<file path="src/rtl/fetch_pkg.sv">
// Shared constants and types for the instruction-fetch front end.
package fetch_pkg;

    localparam int FETCH_ADDR_W = 32;
    localparam int INS_W        = 32;

    localparam logic [FETCH_ADDR_W-1:0] RESET_PC_DEFAULT = 32'h0040_0000;

    // Instructions are word aligned: the low ALIGN_BITS of any PC are zero.
    localparam int                      ALIGN_BITS      = 2;
    localparam logic [FETCH_ADDR_W-1:0] WORD_ALIGN_MASK = 32'hFFFF_FFFC;

    typedef struct packed {
        logic [INS_W-1:0]        ins;
        logic [FETCH_ADDR_W-1:0] pc;
    } fetch_entry_t;

endpackage

</file>
<file path="src/rtl/fetch_fifo.sv">
// Synchronous FIFO with flush; used both for request PC tags and the prefetch queue.
module fetch_fifo #(
    parameter int WIDTH = 64,
    parameter int DEPTH = 4
) (
    input  logic                     clock,
    input  logic                     reset,
    input  logic                     i_flush,
    input  logic                     i_push,
    input  logic [WIDTH-1:0]         i_data,
    input  logic                     i_pop,
    output logic [WIDTH-1:0]         o_data,
    output logic [$clog2(DEPTH):0]   o_count,
    output logic                     o_full,
    output logic                     o_empty
);

    localparam int PTR_W = $clog2(DEPTH);
    localparam int CNT_W = PTR_W + 1;

    logic [WIDTH-1:0] r_mem [DEPTH];
    logic [PTR_W-1:0] r_wr_ptr;
    logic [PTR_W-1:0] r_rd_ptr;
    logic [CNT_W-1:0] r_count;

    logic w_push;
    logic w_pop;

    assign o_full  = (r_count == CNT_W'(DEPTH));
    assign o_empty = (r_count == '0);
    assign o_count = r_count;
    assign o_data  = r_mem[r_rd_ptr];

    // A full FIFO still accepts a push when the head leaves in the same cycle.
    assign w_pop  = i_pop & ~o_empty;
    assign w_push = i_push & (~o_full | w_pop);

    always_ff @(posedge clock) begin
        if (w_push && !i_flush) begin
            r_mem[r_wr_ptr] <= i_data;
        end
    end

    always_ff @(posedge clock or negedge reset) begin
        if (!reset) begin
            r_wr_ptr <= '0;
            r_rd_ptr <= '0;
            r_count  <= '0;
        end else if (i_flush) begin
            r_wr_ptr <= '0;
            r_rd_ptr <= '0;
            r_count  <= '0;
        end else begin
            if (w_push) begin
                r_wr_ptr <= r_wr_ptr + PTR_W'(1);
            end
            if (w_pop) begin
                r_rd_ptr <= r_rd_ptr + PTR_W'(1);
            end
            case ({w_push, w_pop})
                2'b10:   r_count <= r_count + CNT_W'(1);
                2'b01:   r_count <= r_count - CNT_W'(1);
                default: r_count <= r_count;
            endcase
        end
    end

endmodule

</file>
<file path="src/rtl/fetch_unit.sv">
// Decoupled fetch front end: PC generator, in-order memory request path with
// PC tagging, and a prefetch queue feeding decode over valid/ready.
module fetch_unit
    import fetch_pkg::*;
#(
    parameter int                ADDR_W   = FETCH_ADDR_W,
    parameter int                DATA_W   = INS_W,
    parameter logic [ADDR_W-1:0] RESET_PC = ADDR_W'(RESET_PC_DEFAULT),
    parameter int                DEPTH    = 4
) (
    input  logic              clock,
    input  logic              reset,
    output logic              imem_req_out,
    output logic [ADDR_W-1:0] imem_addr_out,
    input  logic              imem_gnt_in,
    input  logic [DATA_W-1:0] imem_rdata_in,
    input  logic              imem_rvalid_in,
    input  logic              redirect_in,
    input  logic [ADDR_W-1:0] redirect_pc_in,
    output logic [DATA_W-1:0] ins_out,
    output logic [ADDR_W-1:0] ins_pc_out,
    output logic [ADDR_W-1:0] pcn_out,
    output logic              valid_out,
    input  logic              ready_in
);

    localparam int                CNT_W      = $clog2(DEPTH) + 1;
    localparam int                Q_W        = DATA_W + ADDR_W;
    localparam logic [ADDR_W-1:0] ALIGN_MASK = ~ADDR_W'((1 << ALIGN_BITS) - 1);

    logic [ADDR_W-1:0] r_fetch_pc;
    logic [CNT_W-1:0]  r_discard;
    logic [DATA_W-1:0] r_ins_hold;
    logic [ADDR_W-1:0] r_pc_hold;
    logic [ADDR_W-1:0] r_pcn_hold;

    logic [CNT_W-1:0]  w_q_count;
    logic [CNT_W-1:0]  w_tag_count;
    logic              w_q_full;
    logic              w_q_empty;
    logic              w_tag_full;
    logic              w_tag_empty;
    logic [ADDR_W-1:0] w_tag_head;
    logic [Q_W-1:0]    w_q_head;
    logic [DATA_W-1:0] w_head_ins;
    logic [ADDR_W-1:0] w_head_pc;
    logic [ADDR_W-1:0] w_head_pcn;
    logic [CNT_W:0]    w_in_use;
    logic              w_credit;
    logic              w_grant;
    logic              w_rsp;
    logic              w_keep;
    logic              w_pop;
    logic [CNT_W-1:0]  w_discard_next;

    // Every accepted request reserves a queue slot, so responses never overflow.
    assign w_in_use = {1'b0, w_q_count} + {1'b0, w_tag_count};
    assign w_credit = ~w_q_full & ~w_tag_full & (w_in_use < (CNT_W+1)'(DEPTH));

    // reset is active-low; requests are held off while it is asserted.
    assign imem_req_out  = reset & ~redirect_in & w_credit;
    assign imem_addr_out = r_fetch_pc;
    assign w_grant       = imem_req_out & imem_gnt_in;

    // A response with no tag outstanding (e.g. left over across a reset) is ignored.
    assign w_rsp  = imem_rvalid_in & ~w_tag_empty;
    assign w_keep = w_rsp & (r_discard == '0) & ~redirect_in;
    assign w_pop  = valid_out & ready_in;

    fetch_fifo #(
        .WIDTH (ADDR_W),
        .DEPTH (DEPTH)
    ) u_tag_fifo (
        .clock   (clock),
        .reset   (reset),
        .i_flush (1'b0),
        .i_push  (w_grant),
        .i_data  (r_fetch_pc),
        .i_pop   (w_rsp),
        .o_data  (w_tag_head),
        .o_count (w_tag_count),
        .o_full  (w_tag_full),
        .o_empty (w_tag_empty)
    );

    fetch_fifo #(
        .WIDTH (Q_W),
        .DEPTH (DEPTH)
    ) u_prefetch_q (
        .clock   (clock),
        .reset   (reset),
        .i_flush (redirect_in),
        .i_push  (w_keep),
        .i_data  ({imem_rdata_in, w_tag_head}),
        .i_pop   (w_pop),
        .o_data  (w_q_head),
        .o_count (w_q_count),
        .o_full  (w_q_full),
        .o_empty (w_q_empty)
    );

    assign w_head_ins = w_q_head[Q_W-1:ADDR_W];
    assign w_head_pc  = w_q_head[ADDR_W-1:0];
    assign w_head_pcn = w_head_pc + ADDR_W'(4);

    always_comb begin
        w_discard_next = r_discard;
        if (redirect_in) begin
            // Everything still in flight belongs to the old stream, including
            // a response landing this cycle (already popped from the tags).
            w_discard_next = w_tag_count - CNT_W'(w_rsp) + CNT_W'(w_grant);
        end else if (w_rsp && (r_discard != '0)) begin
            w_discard_next = r_discard - CNT_W'(1);
        end
    end

    always_ff @(posedge clock or negedge reset) begin
        if (!reset) begin
            r_fetch_pc <= RESET_PC;
            r_discard  <= '0;
        end else begin
            r_discard <= w_discard_next;
            if (redirect_in) begin
                r_fetch_pc <= redirect_pc_in & ALIGN_MASK;
            end else if (w_grant) begin
                r_fetch_pc <= r_fetch_pc + ADDR_W'(4);
            end
        end
    end

    // Decode-facing fields keep showing the last head once the queue empties.
    always_ff @(posedge clock or negedge reset) begin
        if (!reset) begin
            r_ins_hold <= '0;
            r_pc_hold  <= '0;
            r_pcn_hold <= '0;
        end else if (!w_q_empty) begin
            r_ins_hold <= w_head_ins;
            r_pc_hold  <= w_head_pc;
            r_pcn_hold <= w_head_pcn;
        end
    end

    assign valid_out  = ~w_q_empty;
    assign ins_out    = w_q_empty ? r_ins_hold : w_head_ins;
    assign ins_pc_out = w_q_empty ? r_pc_hold  : w_head_pc;
    assign pcn_out    = w_q_empty ? r_pcn_hold : w_head_pcn;

endmodule

</file>
<file path="config.mk">
export PLATFORM = sky130hd
export DESIGN_NAME = fetch_unit
export DESIGN_NICKNAME = d
export VERILOG_FILES = /design/src/rtl/fetch_pkg.sv /design/src/rtl/fetch_fifo.sv /design/src/rtl/fetch_unit.sv
export SDC_FILE = /design/constraint.sdc
export NUM_CORES = 1
export LEC_CHECK = 0
export CAP_MARGIN = 15
export CELL_PAD_IN_SITES_DETAIL_PLACEMENT = 0
export CELL_PAD_IN_SITES_GLOBAL_PLACEMENT = 2
export CORE_MARGIN = 10
export CORE_UTILIZATION = 30
export DETAILED_ROUTE_END_ITERATION = 12
export DONT_BUFFER_PORTS = 1
export PLACE_DENSITY_LB_ADDON = 0.1
export SLEW_MARGIN = 20
export SYNTH_ARGS = -nofsm -noshare
export SYNTH_HDL_FRONTEND = slang
export SYNTH_SLANG_ARGS = --single-unit
</file>
<file path="constraint.sdc">
create_clock -name clock -period 8 [get_ports clock]
set_clock_uncertainty 0.1 [all_clocks]
set_input_delay 1.6 -clock clock [delete_from_list [all_inputs] [get_ports clock]]
set_output_delay 1.6 -clock clock [all_outputs]
set_load 0.02 [all_outputs]
</file>
### After elaboration in Yosys (flattened, before gate mapping)

Memory sizes are Yosys's and may differ from the RTL's.
Index checks and enable logic that the tools add are counted.

* RAM bits: 384
* memories: 2
* word-level logic and storage cells: 85
* register bits: 145
* bits of input ports: 70
* output and inout bits: 130

* reductions and logical operators: 13
* eq/ne operators: 6
* multiplexer cells: 18
* $lt $le $gt $ge: 1
* bitwise logic cells: 20
* add/subtract/negate cells: 14

Memory list
* u_prefetch_q.r_mem: words 4, width 64, read ports 1, clocked after Yosys merged registers in 0, wr ports 1, RTL line fetch_fifo.sv:21 `logic [WIDTH-1:0] r_mem [DEPTH];`
* u_tag_fifo.r_mem: words 4, width 32, read ports 1, clocked after Yosys merged registers in 0, wr ports 1, RTL line fetch_fifo.sv:21

Operators by type and width (count)
* 32-bit two-way mux: 5
* 32-bit by 3-bit adder with 32-bit output, second input constant: 2
* 1-bit bitwise AND: 13
* 3-bit case mux with 2 select lines: 2
* 2-bit nonzero test: 5
* 3-bit zero test: 3
* 3-bit two-way mux: 3
* 3-bit by 1-bit subtractor with 3-bit output, second input constant: 3
* 2-bit by 1-bit adder with 2-bit output, second input constant: 4
* 2-bit two-way mux: 4
* 3-bit by 1-bit adder with 3-bit output, second input constant: 2
* 3-bit equality test, second input constant: 2
* 3-bit nonzero test: 2
* 1-bit NOT: 5
* 3-bit by 3-bit adder with 4-bit output: 1
* 2-bit by 1-bit equality test with 1-bit output, second input constant: 2
* 2-bit equality test, second input constant: 2
* 4-bit by 3-bit < comparator with 1-bit output, second input constant: 1
* 1-bit two-way mux: 4
* 3-bit by 1-bit adder with 3-bit output: 1
* 3-bit by 1-bit subtractor with 3-bit output: 1
* 1-bit logical AND: 2
* 1-bit bitwise OR: 2
* 1-bit zero test: 1

### Depth between registers and ports, before layout

Gate-level depths: netlist of the first run.

* depth after elaboration: 9
* depth in mapped cells: 15

### Hierarchy

A second synthesis of the first run with hierarchy kept.

* cell total of the unflattened synthesis: 1250
* area total of the unflattened synthesis: 21491.9 µm²

Modules (own cells, without submodules)
* fetch_fifo at u_prefetch_q: instances 1, sequential area each 7862.5 µm², area each 9801.9 µm², cells an instance 401
* fetch_unit: instances 1, sequential area each 3229.3 µm², area each 6465.0 µm², cells an instance 617
* fetch_fifo at u_tag_fifo: instances 1, sequential area each 4018.9 µm², area each 5225.0 µm², cells an instance 232

### Worst setup path before layout of the first run

Ideal clock, no wire load.

* kind: input port to flip-flop
* from: input port redirect_in
* to: memory u_tag_fifo.r_mem[0][10] (netlist name), enable pin
* arrival time: 3.889 ns
* slack: 3.621 ns
* required time: 7.510 ns
* library setup time: 0.390 ns
* stages: 7
* path through: buf_2 nor4_2 and3_1 buf_2 clkbuf_1 clkbuf_1 and2_1

* longest elaborated chain between the ends: 7

RTL lines
* start, declared: RTL line fetch_unit.sv:18 `input logic redirect_in,`
* 1-bit NOT: RTL line fetch_unit.sv:61 `assign imem_req_out = reset & ~redirect_in & w_credit;`
* 1-bit bitwise AND (2 in series): RTL line fetch_unit.sv:61
* 1-bit bitwise AND: RTL line fetch_unit.sv:63 `assign w_grant = imem_req_out & imem_gnt_in;`
* 1-bit bitwise AND: RTL line fetch_fifo.sv:36 `assign w_push = i_push & (~o_full | w_pop);`
* 1-bit two-way mux: RTL line fetch_fifo.sv:39 `if (w_push && !i_flush) begin`
* 1-bit two-way mux (implied by the code): RTL line fetch_fifo.sv:40 `r_mem[r_wr_ptr] <= i_data;`
* end, declared: RTL line fetch_fifo.sv:21

Every way passes these cells.

### Final worst setup path of the first run

* from: register u_prefetch_q.r_rd_ptr[0]
* to: output port pcn_out[27]

* longest elaborated chain between the ends: 3

RTL lines
* start, declared: RTL line fetch_fifo.sv:23 `logic [PTR_W-1:0] r_rd_ptr;`
* start signal, assigned: RTL line fetch_fifo.sv:58 `r_rd_ptr <= r_rd_ptr + PTR_W'(1);`
* memory 4 x 64 bit
* 32-bit by 3-bit adder with 32-bit output: RTL line fetch_unit.sv:104 `assign w_head_pcn = w_head_pc + ADDR_W'(4);`
* 32-bit two-way mux
* end, declared: RTL line fetch_unit.sv:22 `output logic [ADDR_W-1:0] pcn_out,`

Every way passes these cells.

==> reports/metrics.yaml, run 1 <==
status: "finished, final reports clean"
final_layout_size_suffix_gt1_share_pct: 16.8
fin_ws_ps: 1910
wl_um: 52800
yosys.area.top_type: "edfxtp_1"
timing.rr.start: "u_prefetch_q.r_rd_ptr[0]"
pin_count: 200
tritoncts: "yes"
cts_resized: 0
cp_max_fo: 43
rr_endpoint: "r_pcn_hold[27]"
start_util_pct: 30.4
post-place-ws_ps: 2390
htree_levels: 2
start_kind: "flop"
area_delta_synth_final_pct: 13.9
fin_area_um2: 23400
final_cells: 2234
slowest_stage: "a211oi_1"
fp.dieW_um: 282
placed_area_um2: 21500
crit_type: "reg2out"
path_clk_slew_ps: 60
clk_latency_ps: 610
synth_edf_count: 368
syn_area_um2: 20600
dp_hpwl_um: 32600
worst-r2r-cell-count: 6
synth_common_cells: "edfxtp_1 (368), nand2_1 (259), dfrtp_1 (142)"
synth_ff_type: "edfxtp_1"
fin_tns_setup_ps: 0
pwr_density_cell_nw_per_um2: 338
internal-power_uw: 5300
path_cells: "buf_4 > mux4_2 > and2_1 > nand2_1 > or4_1 > a211oi_1"
drt_iter0_markers: 535
max_slew_margin_pct: 30.1
cts.path.max_buffers: 3
ff2ff_setup_slack_ps: 3910
yosysWarnings: 0
placed_cells: 2123
drv_cap: 0
synth_top_area_share_pct: 53.8
vias: 10914
worstHoldEndpoint: "u_tag_fifo.r_rd_ptr[0]"
cp-end-kind: "primary output"
dieArea_um2: 79400
hold_class: "reg2reg"
crit_family: "simple AND/OR/NAND/NOR gates"
core_area_um2: 67500
rsz0062_at_grt: "false"
max_stage_delay_ps: 840
p_comb_share_pct: 21.9
postSynthCellCount: 1296
drtAntennaViolNets: 0
routedWlPerCell_um: 23.6
post-route-period-util_pct: 76.2
arrival_ps: 4390
ir_drop_mv: 0.131
finalNetCount: 1401
fmaxAchievable_mhz: 164
cts_setup_buffers: 0
rows: 95
async_flop_share_pct: 28.0
fillers: 6528
grt_usage_pct: 13.3
grt.overflow.total: 0
cts_sinks: 511
required_ps: 6300
swShare_pct: 32.9
gp_congestion: 0.694
grt_pass1_wl_um: 79100
hold_violations: 0
grt_max_degree: 145
yosysMostFrequentCell: "edfxtp_1"
ys_ff_latch: 511
ys_types: 68
fin_crit_ps: 6090
critPathBufInv: 1
grt_pass1_vias: 11466
drv_slew: 0
viasPerCell: 4.89
grt_antenna_before_repair: 0
postCtsHoldBufs: 0
worstMarginPinSlew_ps: 1040
syn_avg_cell_area_um2: 15.9
root_buffer: "clkbuf_16"
ys_top_cells_by_area: "edfxtp_1 (54%), dfrtp_1 (17%), mux4_2 (9.5%), nand2_1 (4.7%), ha_1 (1.0%)"
clock_power_share_pct: 33.8
drtPass1Iterations: 4
worstHoldStart: "u_tag_fifo.r_rd_ptr[0]"
whs_path_depth: 1
die_h_um: 282
route.detailed.drc: 0
numCtsBuffers: 59
ys_seq_area_share_pct: 71.2
p_switching_uw: 2600
p_seq_share_pct: 44.3
power_leakage_uw: 0.00818
timing.final.setup_violations: 0
port_buffers: 0
-- state kept, by name, summed over array words and instances, names as in the netlist, 3 cells and up --
register,cells
r_pc_hold,32
r_discard,3
u_prefetch_q.o_count,3
r_pcn_hold,32
u_prefetch_q.r_mem,248
u_tag_fifo.r_mem,120
u_tag_fifo.o_count,3
imem_addr_out,30
r_ins_hold,32
-- worst max-delay path by stage --
stage | startpoint | to | slack (ps) | depth (start not counted)
3_3_place_gp | u_prefetch_q.r_rd_ptr[0] | pcn_out[27] | 2410 | 6
3_5_place_dp | u_prefetch_q.r_rd_ptr[0] | pcn_out[27] | 2390 | 6
5_1_grt | u_prefetch_q.r_rd_ptr[0] | pcn_out[27] | 1530 | 6
2_1_floorplan | redirect_in | u_tag_fifo.r_mem[0][10] | 3620 | 7
6_report | u_prefetch_q.r_rd_ptr[0] | pcn_out[27] | 1910 | 6
4_1_cts | u_prefetch_q.r_rd_ptr[0] | pcn_out[27] | 1710 | 6
-- layout by cell type, fill, tap and decap left out, types with 5 or more instances in the layout --
cell,count
or3_1,8
nor4_1,8
buf_4,14
mux4_1,5
and2_4,5
bufinv_16,6
o31a_1,5
mux4_2,87
clkinv_1,9
clkinv_2,16
nor2_1,32
clkbuf_1,8
o31ai_1,10
clkbuf_16,60
and2_1,10
a221o_1,7
ha_1,17
and4_1,7
xnor2_1,16
a31oi_1,14
edfxtp_1,368
dfrtp_1,138
nor3_1,11
xor2_1,11
a21oi_1,11
or4_1,14
clkinvlp_4,5
nand2_1,259
a31o_2,5
nand3_1,30
nand4_1,24
inv_1,31
o21ai_0,26
-- power by group through the flow --
stage          logic, uW  registers [uW]  clock network [uW]
3_3_place_gp        1780            3560                   0
2_1_floorplan       1370            3450                   0
3_5_place_dp        1790            3560                   0
6_report            1730            3500                2670
5_1_grt             1930            3540                2870
4_1_cts             1800            3510                2770
-- metrics by stage --
stage	utilization, %	total power (uW)	hold WS (ps)
2_1_floorplan	-	4820	403
3_3_place_gp	31.8	5330	368
3_5_place_dp	31.8	5360	370
4_1_cts	34.7	8070	380
5_1_grt	34.7	8340	407
6_report	34.7	7900	379
-- area by class of cell --
type                            count  area, um^2  area share, %
Antenna cell                        1        2.50         0.0107
Sequential cell                   511       14600           62.6
Multi-Input combinational cell    693        5520           23.6
Timing Repair Buffer               14         105          0.449
Clock buffer                       68        1530           6.54
Tap cell                          873        1090           4.67
Clock inverter                     42         395           1.69
Inverter                           32         121          0.519
-- logic make-up after synthesis --
| group | Yosys count | synth area share (%) |
|---|---|---|
| compound gates | 114 | 3.93 |
| xor+xnor | 27 | 1.15 |
| fa+ha+maj | 20 | 1.33 |
| buf+inv | 93 | 2.09 |
| flops | 511 | 71.2 |
| mux | 97 | 10.4 |
| other cells | 1 | 0.0182 |
| simple gates | 433 | 9.88 |
-- per-layer routing --
metal  GRT usage [%]  part of all wire [%]
met1            17.6                    45
met2            21.2                    47
met3            3.60                   6.3
met4            3.67                   2.0
met5               0                     0
No activity file was read; power rests on OpenSTA's default activity.
==> inputs of run 2 (changes only) <==
Clock period 8 ns to 5.3 ns, I/O delays scaled along.
==> reports/metrics.yaml, run 2 (synthesis gave the netlist of run 1 again) <==
largest_reg_flops: 248
placed_cells: 2139
hold_violations: 0
final_layout_size_suffix_gt1_share_pct: 17.5
worst-r2r-cell-count: 5
finalNetCount: 1425
fillers: 6539
die_h_um: 282
cp-end-kind: "primary output"
drt_iter0_markers: 529
fin_crit_ps: 4950
cts_resized: 0
required_ps: 4140
fmaxAchievable_mhz: 202
rr_endpoint: "r_pcn_hold[28]"
post-route-period-util_pct: 93.3
ff2ff_setup_slack_ps: 1850
cts_sinks: 511
reg.largest.list: "u_prefetch_q.r_mem x248, u_tag_fifo.r_mem x120"
timing.rr.start: "u_prefetch_q.r_rd_ptr[0]"
core_area_um2: 67500
vias: 10955
area_delta_synth_final_pct: 15.2
wl_um: 53400
numCtsBuffers: 58
power_leakage_uw: 0.00831
worstMarginPinSlew_ps: 946
fin_tns_setup_ps: 0
multi_input_area_um2: 5520
grt_pass1_vias: 11534
grt.overflow.total: 0
clk_latency_ps: 610
crit_type: "reg2out"
rows: 95
largest-register: "u_prefetch_q.r_mem"
ir_drop_mv: 0.231
start_kind: "flop"
hold_slack_ps: 54.4
grt_antenna_before_repair: 0
final_cell_mix: "edfxtp_1 (368), nand2_1 (259), dfrtp_1 (138)"
grt_usage_pct: 13.5
path_clk_slew_ps: 60
final_cells: 2259
htree_levels: 2
gp_congestion: 0.707
route.detailed.drc: 0
port_buffers: 0
fin_ws_ps: 355
cts_setup_buffers: 0
rsz0062_at_grt: "false"
max_slew_margin_pct: 36.3
root_buffer: "clkbuf_16"
drv_slew: 0
seq_area_um2: 14600
routedWlPerCell_um: 23.6
status: "finished, final reports clean"
dieArea_um2: 79400
pwr_density_cell_nw_per_um2: 508
pin_count: 200
arrival_ps: 3790
cts.path.max_buffers: 3
drtAntennaViolNets: 0
viasPerCell: 4.85
post-place-ws_ps: 931
grt_pass1_wl_um: 79600
dp_hpwl_um: 33500
start_util_pct: 30.4
power_uw: 12000
drv_cap: 0
cp_max_fo: 24
hold_class: "in2async"
fp.dieW_um: 282
tritoncts: "yes"
final_common_cell: "edfxtp_1"
drtPass1Iterations: 4
timing.final.setup_violations: 0
grt_max_degree: 100
postCtsHoldBufs: 9
run 2: how the worst max path moves through the flow:
stage | slack, ps | cells after the start | endpoint | from
4_1_cts | 260 | 6 | pcn_out[30] | u_prefetch_q.r_rd_ptr[0]
3_3_place_gp | 920 | 5 | pcn_out[28] | u_prefetch_q.r_rd_ptr[0]
5_1_grt | 120 | 5 | pcn_out[28] | u_prefetch_q.r_rd_ptr[0]
6_report | 350 | 5 | pcn_out[28] | u_prefetch_q.r_rd_ptr[0]
2_1_floorplan | 1460 | 7 | u_tag_fifo.r_mem[0][10] | redirect_in
3_5_place_dp | 930 | 6 | pcn_out[30] | u_prefetch_q.r_rd_ptr[0]
run 2: area by class of cell:
type	instances	share of cell area (%)
flip-flops and latches	511	61.8
clock inverters	32	1.43
well taps	873	4.61
diodes	1	0.0106
inverters	32	0.513
clock buffers	78	6.83
repair buffers	39	1.49
multi-input cells	693	23.3
run 2: report_power, final:
part	switching [uW]	leakage [uW]	internal (uW)
Sequential	360	0.00509	4940
Combinational	1910	0.00227	740
Clock	1640	0.000950	2430
run 2: stage by stage:
step / util [%] / area (um^2)
after CTS: 35.1 / 23700
final: 35.1 / 23700
after global routing: 35.1 / 23700
after floorplan: - / 20600
after detailed placement: 32.0 / 21600
after global placement: 32.0 / 21600
run 2: layer usage:
layer | track usage [%] | share of wire [%] | up-vias
met3 | 3.37 | 6.2 | 79
met1 | 17.3 | 43 | 5627
met5 | 0 | 0 | -
met4 | 3.81 | 2.2 | 0
met2 | 22.3 | 48 | 219
li1 | - | - | 5030
run 2: critical path, stage by stage, from the launching register on:
cell and delay, ps:
dfrtp_4 760, mux4_1 510, and4_1 460, nand3_2 280, or4_1 520, a31oi_1 620
